$ cat src/rtl/a2d_pkg.sv
`default_nettype none
// +----------------------------------------------------------------------+
// | a2d_pkg : shared types and constants for the A2D sequencer           |
// | Rev 1.0                                                              |
// +----------------------------------------------------------------------+
package a2d_pkg;

  typedef enum logic [2:0] {
    IDLE   = 3'd0,
    XMIT1  = 3'd1,
    GAP    = 3'd2,
    XMIT2  = 3'd3,
    UPDATE = 3'd4
  } a2d_state_t;

  localparam logic [2:0] CH_BATT   = 3'd0;
  localparam logic [2:0] CH_CURR   = 3'd1;
  localparam logic [2:0] CH_BRAKE  = 3'd3;
  localparam logic [2:0] CH_TORQUE = 3'd4;

  localparam int SCLK_DIV      = 32;
  localparam int PERIOD_W      = 14;
  localparam int PERIOD_W_FAST = 9;

  function automatic logic [2:0] idx2chnl(input logic [1:0] idx);
    case (idx)
      2'd0:    idx2chnl = CH_BATT;
      2'd1:    idx2chnl = CH_CURR;
      2'd2:    idx2chnl = CH_BRAKE;
      default: idx2chnl = CH_TORQUE;
    endcase
  endfunction

endpackage
`default_nettype wire

$ cat src/rtl/a2d_intf_spi.sv
`default_nettype none
// +----------------------------------------------------------------------+
// | spi_mnrch : 16-bit SPI master, SCLK = clk/SCLK_DIV, idle high        |
// | Rev 1.0                                                              |
// +----------------------------------------------------------------------+
module spi_mnrch
  import a2d_pkg::*;
(
  input  logic        clk,
  input  logic        rst,
  input  logic        wrt,
  input  logic [15:0] cmd,
  input  logic        MISO,
  output logic        done,
  output logic [15:0] rspns,
  output logic        SS_n,
  output logic        SCLK,
  output logic        MOSI
);

  localparam int DIV_W = $clog2(SCLK_DIV);
  localparam logic [DIV_W-1:0] c_FALL = DIV_W'(SCLK_DIV / 2 - 1);
  localparam logic [DIV_W-1:0] c_RISE = '1;

  logic             r_busy;
  logic [DIV_W-1:0] r_div;
  logic [4:0]       r_bits;
  logic [15:0]      r_shft;
  logic             r_miso;
  logic             r_ss_n;
  logic             r_fin;
  logic             r_done;

  // SCLK is high for the first half period after SS_n falls, so the first
  // edge the slave sees is a fall; the "fall" slot after the 16th rise ends
  // the frame instead of toggling SCLK.
  always_ff @(posedge clk or posedge rst) begin
    if (rst) begin
      r_busy <= 1'b0;
      r_div  <= '0;
      r_bits <= '0;
      r_shft <= '0;
      r_miso <= 1'b0;
      r_ss_n <= 1'b1;
      r_fin  <= 1'b0;
      r_done <= 1'b0;
    end else begin
      r_fin  <= 1'b0;
      r_done <= r_fin;
      if (!r_busy) begin
        if (wrt) begin
          r_busy <= 1'b1;
          r_ss_n <= 1'b0;
          r_div  <= '0;
          r_bits <= '0;
          r_shft <= cmd;
        end
      end else begin
        r_div <= r_div + 1'b1;
        if (r_div == c_RISE) begin
          r_miso <= MISO;
          r_bits <= r_bits + 1'b1;
        end
        if (r_div == c_FALL && r_bits != 5'd0) begin
          r_shft <= {r_shft[14:0], r_miso};
          if (r_bits == 5'd16) begin
            r_busy <= 1'b0;
            r_ss_n <= 1'b1;
            r_fin  <= 1'b1;
          end
        end
      end
    end
  end

  assign SCLK  = ~(r_busy & r_div[DIV_W-1]);
  assign MOSI  = r_busy & r_shft[15];
  assign SS_n  = r_ss_n;
  assign rspns = r_shft;
  assign done  = r_done;

endmodule
`default_nettype wire

$ cat src/rtl/a2d_intf.sv
`default_nettype none
// +----------------------------------------------------------------------+
// | a2d_intf : round-robin ADC sequencer (ch 0,1,3,4); optional rounding |
// | average filter via macro A2D_FILT_EN.            Rev 1.0             |
// +----------------------------------------------------------------------+
module a2d_intf
  import a2d_pkg::*;
#(
  parameter bit FAST_SIM = 1'b0
) (
  input  logic        clk,
  input  logic        rst,
  output logic        SS_n,
  output logic        SCLK,
  output logic        MOSI,
  input  logic        MISO,
  output logic [11:0] batt,
  output logic [11:0] curr,
  output logic [11:0] brake,
  output logic [11:0] torque,
  output logic        cnv_cmplt
);

  localparam int CNT_W = FAST_SIM ? PERIOD_W_FAST : PERIOD_W;

  logic [CNT_W-1:0] r_period;
  a2d_state_t       r_state;
  logic [1:0]       r_idx;
  logic             r_wrt;
  logic [15:0]      r_cmd;
  logic             r_cnv;
  logic [11:0]      r_batt, r_curr, r_brake, r_torque;

  logic             w_start;
  logic             w_done;
  logic [15:0]      w_rspns;
  logic [11:0]      w_wval;
  logic [3:0]       w_unused_hi;

  assign w_start     = &r_period;
  assign w_unused_hi = w_rspns[15:12];

  always_ff @(posedge clk or posedge rst) begin
    if (rst) r_period <= '0;
    else     r_period <= r_period + 1'b1;
  end

`ifdef A2D_FILT_EN
  logic [3:0]  r_valid;
  logic [11:0] w_old;

  always_comb begin
    w_old = r_batt;
    case (r_idx)
      2'd0:    w_old = r_batt;
      2'd1:    w_old = r_curr;
      2'd2:    w_old = r_brake;
      default: w_old = r_torque;
    endcase
  end

  // First sample per channel after reset is taken raw to avoid averaging with 0.
  assign w_wval = r_valid[r_idx]
                ? 12'(({1'b0, w_old} + {1'b0, w_rspns[11:0]} + 13'd1) >> 1)
                : w_rspns[11:0];

  always_ff @(posedge clk or posedge rst) begin
    if (rst)                   r_valid         <= '0;
    else if (r_state == UPDATE) r_valid[r_idx] <= 1'b1;
  end
`else
  assign w_wval = w_rspns[11:0];
`endif

  always_ff @(posedge clk or posedge rst) begin
    if (rst) begin
      r_state  <= IDLE;
      r_idx    <= '0;
      r_wrt    <= 1'b0;
      r_cmd    <= '0;
      r_cnv    <= 1'b0;
      r_batt   <= '0;
      r_curr   <= '0;
      r_brake  <= '0;
      r_torque <= '0;
    end else begin
      r_wrt <= 1'b0;
      r_cnv <= 1'b0;
      case (r_state)
        IDLE: begin
          if (w_start) begin
            r_state <= XMIT1;
            r_wrt   <= 1'b1;
            r_cmd   <= {2'b00, idx2chnl(r_idx), 11'h000};
          end
        end
        XMIT1: if (w_done) r_state <= GAP;
        GAP: begin
          r_state <= XMIT2;
          r_wrt   <= 1'b1;
          r_cmd   <= 16'h0000;
        end
        XMIT2: if (w_done) r_state <= UPDATE;
        UPDATE: begin
          case (r_idx)
            2'd0:    r_batt   <= w_wval;
            2'd1:    r_curr   <= w_wval;
            2'd2:    r_brake  <= w_wval;
            default: r_torque <= w_wval;
          endcase
          r_cnv   <= 1'b1;
          r_idx   <= r_idx + 1'b1;
          r_state <= IDLE;
        end
        default: r_state <= IDLE;
      endcase
    end
  end

  spi_mnrch u_spi (
    .clk   (clk),
    .rst   (rst),
    .wrt   (r_wrt),
    .cmd   (r_cmd),
    .MISO  (MISO),
    .done  (w_done),
    .rspns (w_rspns),
    .SS_n  (SS_n),
    .SCLK  (SCLK),
    .MOSI  (MOSI)
  );

  assign batt      = r_batt;
  assign curr      = r_curr;
  assign brake     = r_brake;
  assign torque    = r_torque;
  assign cnv_cmplt = r_cnv;

endmodule
`default_nettype wire
$ cat config.mk
export PLATFORM = sky130hd
export DESIGN_NAME = a2d_intf
export DESIGN_NICKNAME = d
export VERILOG_FILES = /design/src/rtl/a2d_pkg.sv /design/src/rtl/a2d_intf_spi.sv /design/src/rtl/a2d_intf.sv
export SDC_FILE = /design/constraint.sdc
export NUM_CORES = 1
export LEC_CHECK = 0
export ABC_AREA = 0
export CAP_MARGIN = 20
export CORE_UTILIZATION = 60
export DETAILED_ROUTE_END_ITERATION = 10
export PLACE_DENSITY_LB_ADDON = 0.08
export SLEW_MARGIN = 20
export SYNTH_ARGS = -nofsm -noshare
export SYNTH_HDL_FRONTEND = slang
export SYNTH_HIERARCHICAL = 1
export SYNTH_SLANG_ARGS = --single-unit
$ cat constraint.sdc
create_clock -name clk -period 3.3 [get_ports clk]
set_input_delay 0.66 -clock clk [delete_from_list [all_inputs] [get_ports clk]]
set_output_delay 0.66 -clock clk [all_outputs]
set_load 0.02 [all_outputs]
==> flow_metrics.env, run 1 <==
export IMPL_fillers=514
export IMPL_yosys_register_bits=103
export IMPL_syn_area_mm2=0.00469
export IMPL_dr_total_vias=2642
export IMPL_r2r_start="u_spi/r_div[0]"
export IMPL_power_density_mw_per_mm2=383
export IMPL_cts_htree_levels=3
export IMPL_switchingPower_uw=445
export IMPL_clkTransAtPathRegs_ps=90
export IMPL_seq_power_share=0.598
export IMPL_ctsResizeCount=0
export IMPL_final_nets=406
export IMPL_cp_slowest_cell="o21ai_4"
export IMPL_internal_power_uw=1670
export IMPL_report_final_slew_viol_count=0
export IMPL_die_w_um=90.4
export IMPL_port_buffers=54
export IMPL_worst_ep_required_time_ps=3550
export IMPL_placed_area_mm2=0.00530
export IMPL_hold_violations=0
export IMPL_ir_drop_mv=0.286
export IMPL_switching_share=0.211
export IMPL_cts_buffers=9
export IMPL_drt_wl_total_um=7890
export IMPL_tightest_slew_ps=679
export IMPL_period_share=0.663
export IMPL_start_kind="flip-flop"
export IMPL_design_area_mm2=0.00551
export IMPL_drt_iter0_drc=61
export IMPL_hold_path_endpoint="u_spi/done"
export IMPL_root_buffer="clkbuf_8"
export IMPL_io_pins=55
export IMPL_hp_class="flip-flop to flip-flop"
export IMPL_post_route_min_period_ps=2190
export IMPL_syn_inst=322
export IMPL_wl_per_cell_um=15.9
export IMPL_place_hpwl_um=5450
export IMPL_fp_row_count=31
export IMPL_timing_slew_headroom=0.543
export IMPL_first_pass_iters=4
export IMPL_p_leak_uw=0.00261
export IMPL_place_gp_congestion=0.772
export IMPL_die_h_um=90.4
export IMPL_drc=0
export IMPL_setup_viol=0
export IMPL_ys_warn_count=6
export IMPL_r2r_end="u_spi/rspns[9]"
export IMPL_area_delta_synth_final_pct=17.5
export IMPL_path_common_cell="ha_1"
export IMPL_core_area_mm2=0.00741
export IMPL_num_antenna_cells=0
export IMPL_hold_depth=0
export IMPL_worst_r2r_cell_count=6
export IMPL_status="finished, final reports clean"
export IMPL_worst_r2r_setup_slack_ps=1110
export IMPL_synth_distinct_cells=39
export IMPL_maxCapViolCount=0
export IMPL_cp_arrival_ps=2440
export IMPL_post_cts_setup_buffers=0
export IMPL_drt_antenna_violating_nets=0
export IMPL_cp_slowest_stage_delay_ps=580
export IMPL_min_delay_start="u_spi/r_fin"
export IMPL_worst_setup_path_type="flip-flop to flip-flop"
export IMPL_p_total_uw=2110
export IMPL_grt_first_pass_wirelength_um=13600
export IMPL_grt_max_degree=32
export IMPL_clock_sinks=103
export IMPL_crit_fanout=16
export IMPL_fin_worst_skew_ps=12.7
export IMPL_avgSynthCellArea_um2=14.6
export IMPL_clock_power_share=0.383
export IMPL_clk_insertion_delay_late_ps=370
export IMPL_crit_chain="ha_1 > and3_1 > ha_1 > nand2_1 > o21ai_4 > mux2_2"
export IMPL_grt_pass1_vias=2770
export IMPL_tns_ps=0
export IMPL_dieArea_mm2=0.00817
export IMPL_end_kind="flip-flop"
export IMPL_pwr_share_comb=0.019
export IMPL_gr_usage_all_layers=0.216
export IMPL_final_util=0.744
export IMPL_antenna_found_initial=0
export IMPL_grt_overflow=0
export IMPL_clockBufferDepth=2
export IMPL_start_util=0.633
export IMPL_final_layout_size_suffix_gt1_frac=0.284
export IMPL_via_per_inst=5.32
export IMPL_seq_area_frac_synth=0.550
export IMPL_cts_tree="done"
export IMPL_rsz0062_at_grt="no"
export IMPL_timing_fmax_ghz=0.457
export IMPL_cts_hold_buf=0
-- flip-flops by register name, summed over array words and instances, names as in the netlist, 2 cells and up --
signal and flops:
u_spi/rspns 16, r_period 14, batt 12, brake 12
curr 12, torque 12, u_spi/r_bits 5, u_spi/r_div 5
r_cmd 3, r_state 3, r_idx 2
-- stage by stage --
step,setup WS [ps],cells,hold WS [ps]
global route,968,497,374
finish,1110,497,355
CTS,1120,497,358
detailed placement,1140,481,341
floorplan,815,334,331
global placement,1220,481,335
-- routing by layer --
metal	share of wire	wire length, um	GRT usage	up-vias
li1	-	-	-	1245
met1	0.45	3580	0.271	1339
met2	0.50	3950	0.370	47
met3	0.024	190	0.0404	11
met4	0.022	176	0.0847	0
met5	0	0	0	-
-- power groups by stage --
stage	sequential, uW	clock (uW)	combinational (uW)
global route	1260	874	48.1
global placement	1290	0	40.9
detailed placement	1290	0	41.8
CTS	1260	828	42.1
finish	1260	810	39.9
floorplan	1290	0	27.7
-- synth_stat cells (all sizes together) --
master / count / area [um^2]
nand2: 23 / 86.3
nor2: 7 / 26.3
mux2i: 8 / 80.1
buf: 8 / 110
nand2b: 3 / 18.8
o22ai: 1 / 6.26
nand4: 5 / 46.3
or3b: 1 / 8.76
or4: 1 / 7.51
and2: 5 / 41.3
dfrtp: 102 / 2550
ha: 10 / 125
dfstp: 1 / 26.3
nand3: 13 / 65.1
xor2: 8 / 70.1
a21oi: 1 / 5.00
nand4bb: 1 / 11.3
and3: 2 / 13.8
nor4b: 1 / 23.8
nor3: 5 / 25.0
mux2: 81 / 1100
nor3b: 2 / 26.3
conb: 1 / 3.75
inv: 13 / 48.8
xnor2: 7 / 61.3
a21o: 1 / 7.51
clkbuf: 2 / 17.5
nor4: 3 / 33.8
o21ai: 6 / 41.3
-- cells in the final DEF, fill, tap and decap left out, types with 2 or more instances in the layout --
cell,instances
conb_1,13
nand4_1,4
nand2b_1,3
xor2_1,8
ha_1,10
nand3_1,13
and2_4,4
clkinvlp_4,2
mux2i_1,8
o21ai_0,5
buf_4,4
inv_1,12
mux2_4,50
nor2_1,7
nor3_1,5
clkbuf_8,11
clkdlybuf4s50_1,54
dfrtp_1,102
nand2_1,23
xnor2_1,7
nor4_1,2
mux2_2,31
-- how the worst max path moves through the flow --
stage                     cells after the start  slack, ps      startpoint               to
after floorplan                               1        820             rst          batt[0]
after detailed placement                      6       1140  u_spi/r_div[0]  u_spi/rspns[10]
after global placement                        6       1220  u_spi/r_div[0]   u_spi/rspns[9]
after CTS                                     6       1120  u_spi/r_div[0]  u_spi/rspns[13]
after global routing                          6        970  u_spi/r_div[0]  u_spi/rspns[10]
final                                         6       1110  u_spi/r_div[0]   u_spi/rspns[9]
-- worst max-delay path: cells and delay by family, from the launching register on --
kind	cells	cell delay, ps
AO/OA/AOI/OAI	1	580
adder cells (fa/ha/maj)	2	370
multiplexers	1	410
flip-flops	1	410
AND/OR/NAND/NOR	2	300
-- layout make-up --
cell class | count | area, um^2 | area share
clock buffers | 12 | 155 | 0.0282
inverters | 13 | 48.8 | 0.00886
repair buffers | 58 | 571 | 0.104
flip-flops and latches | 103 | 2580 | 0.468
well taps | 99 | 124 | 0.0225
multi-input cells | 208 | 1980 | 0.359
clock inverters | 4 | 53.8 | 0.00976
-- cell families after synthesis --
logic type | count (synthesis) | share of synthesized area
buf+inv | 23 | 0.0376
xor+xnor | 15 | 0.0280
mux | 89 | 0.252
other cells | 1 | 0.000800
compound gates | 9 | 0.0128
fa+ha+maj | 10 | 0.0267
flops | 103 | 0.550
simple gates | 72 | 0.0926
No activity file was read; power rests on OpenSTA's default activity.
==> run 2: changes to the inputs <==
--- a/config.mk
+++ b/config.mk
@@ -7,7 +7,7 @@
 export LEC_CHECK = 0
 export ABC_AREA = 0
 export CAP_MARGIN = 20
-export CORE_UTILIZATION = 60
+export CORE_UTILIZATION = 56
 export DETAILED_ROUTE_END_ITERATION = 10
 export PLACE_DENSITY_LB_ADDON = 0.08
 export SLEW_MARGIN = 20
==> constraint.sdc (replaced) <==
create_clock -name clk -period 2.2 [get_ports clk]
set_input_delay 0.44 -clock clk [delete_from_list [all_inputs] [get_ports clk]]
set_output_delay 0.44 -clock clk [all_outputs]
set_load 0.02 [all_outputs]
==> run 2 against run 1 <==
  * Routed wire length shrank 2.6%
  * Count of clock-buffer cells in the layout shrank 3
  * Global-route usage shrank 1.3 points
  * Sequential power grew 50%
  * First-iteration DRC count grew 100%
  * Final cell count grew 1.0%
  * Sequential cell count is the same
  * Non-clock buffer count is the same
  * Final area grew 0.18%
  * Clock power grew 30%
==> flow_metrics.env, run 2 (same netlist as run 1, synthesis figures left out) <==
export IMPL_ir_drop_mv=0.483
export IMPL_placed_area_mm2=0.00535
export IMPL_timing_slew_headroom=0.652
export IMPL_dp_slack_ps=316
export IMPL_ctsResizeCount=0
export IMPL_fillers=621
export IMPL_setup_viol=0
export IMPL_via_per_inst=5.25
export IMPL_clk_insertion_delay_late_ps=360
export IMPL_end_kind="primary output"
export IMPL_worst_setup_path_type="flip-flop to primary output"
export IMPL_cts_hold_buf=0
export IMPL_clkTransAtPathRegs_ps=90
export IMPL_first_pass_iters=4
export IMPL_period_share=0.936
export IMPL_cts_tree="done"
export IMPL_drt_wl_total_um=7690
export IMPL_wl_per_cell_um=15.3
export IMPL_fin_worst_skew_ps=11.3
export IMPL_area_delta_synth_final_pct=17.7
export IMPL_dr_total_vias=2635
export IMPL_final_cell_mix="dfrtp_1 (101), clkdlybuf4s50_1 (54), mux2_4 (50)"
export IMPL_multi_input_area_mm2=0.00198
export IMPL_start_kind="flip-flop"
export IMPL_crit_chain="and2_1 > clkdlybuf4s50_1"
export IMPL_final_nets=406
export IMPL_antenna_found_initial=0
export IMPL_start_util=0.574
export IMPL_tightest_slew_ps=522
export IMPL_io_pins=55
export IMPL_design_area_mm2=0.00552
export IMPL_clock_power_share=0.349
export IMPL_tns_ps=0
export IMPL_timing_fmax_ghz=0.485
export IMPL_crit_fanout=14
export IMPL_crit_buf_inv=1
export IMPL_gr_usage_all_layers=0.203
export IMPL_clock_sinks=103
export IMPL_power_density_mw_per_mm2=544
export IMPL_final_layout_size_suffix_gt1_frac=0.287
export IMPL_cp_slowest_cell="clkdlybuf4s50_1"
export IMPL_finalWorstSetupSlack_ps=140
export IMPL_grt_pass1_vias=2759
export IMPL_die_h_um=93.5
export IMPL_drt_iter0_drc=122
export IMPL_cts_buffers=9
export IMPL_internal_power_uw=2320
export IMPL_clockBufferDepth=2
export IMPL_cp_slowest_stage_delay_ps=600
export IMPL_grt_first_pass_wirelength_um=13600
export IMPL_fp_row_count=33
export IMPL_regArea_mm2=0.00258
export IMPL_switching_share=0.226
export IMPL_final_common_cell="dfrtp_1"
export IMPL_core_area_mm2=0.00818
export IMPL_root_buffer="clkbuf_8"
export IMPL_grt_overflow=0
export IMPL_cts_htree_levels=3
export IMPL_die_w_um=93.5
export IMPL_worst_ep_required_time_ps=1760
export IMPL_place_hpwl_um=5320
export IMPL_largest_register_ffs=16
export IMPL_p_leak_uw=0.00259
export IMPL_num_antenna_cells=0
export IMPL_status="finished, final reports clean"
export IMPL_maxCapViolCount=0
export IMPL_hp_class="flip-flop to flip-flop"
export IMPL_report_final_slew_viol_count=0
export IMPL_place_gp_congestion=0.762
export IMPL_rsz0062_at_grt="no"
export IMPL_post_cts_setup_buffers=0
export IMPL_switchingPower_uw=680
export IMPL_post_route_min_period_ps=2060
export IMPL_critPathTopFamily="buffers and inverters"
export IMPL_seq_power_share=0.630
export IMPL_drt_antenna_violating_nets=0
export IMPL_drc=0
export IMPL_cp_arrival_ps=1620
export IMPL_hold_violations=0
export IMPL_port_buffers=54
export IMPL_grt_max_degree=73
export IMPL_dieArea_mm2=0.00874
export IMPL_pwr_share_comb=0.021
-- run 2: through the flow --
stage | power (uW) | hold slack, ps | utilization | std cells
global placement | 2000 | 340 | 0.654 | 487
global route | 3120 | 391 | 0.675 | 502
finish | 3000 | 357 | 0.675 | 502
detailed placement | 2000 | 342 | 0.654 | 487
floorplan | 1970 | 331 | - | 334
CTS | 3040 | 363 | 0.675 | 502
-- run 2: area by class of cell --
class	count	share of cell area
multi-input cells	208	0.359
flip-flops and latches	103	0.467
repair buffers	58	0.110
inverters	13	0.00952
clock inverters	6	0.00816
clock buffers	9	0.0224
well taps	105	0.0238
-- run 2: worst paths after layout --
check / startpoint / endpoint / slack (ps) / cells after the start
worst max-delay path: u_spi/r_busy / MOSI / 140 / 2
max in group asynchronous: rst / u_spi/rspns[8] / 1220 / 3
min in group asynchronous: rst / u_spi/r_bits[1] / 500 / 2
worst min-delay path: u_spi/r_fin / u_spi/done / 360 / 0
worst min register to register: u_spi/r_fin / u_spi/done / 360 / 0
worst max register to register: u_spi/r_div[0] / u_spi/rspns[9] / 320 / 7
-- run 2: power groups by stage --
stage,clock network [uW],logic [uW],registers (uW)
floorplan,0,42.0,1930
global placement,0,66.2,1930
detailed placement,0,66.5,1930
CTS,1080,66.8,1890
global route,1150,75.6,1890
finish,1050,63.2,1890
-- run 2: per-layer routing --
metal,up-vias,part of all wire,GRT usage
li1,1243,-,-
met1,1330,0.45,0.258
met2,52,0.51,0.344
met3,10,0.027,0.0439
met4,0,0.014,0.0667
met5,-,0,0
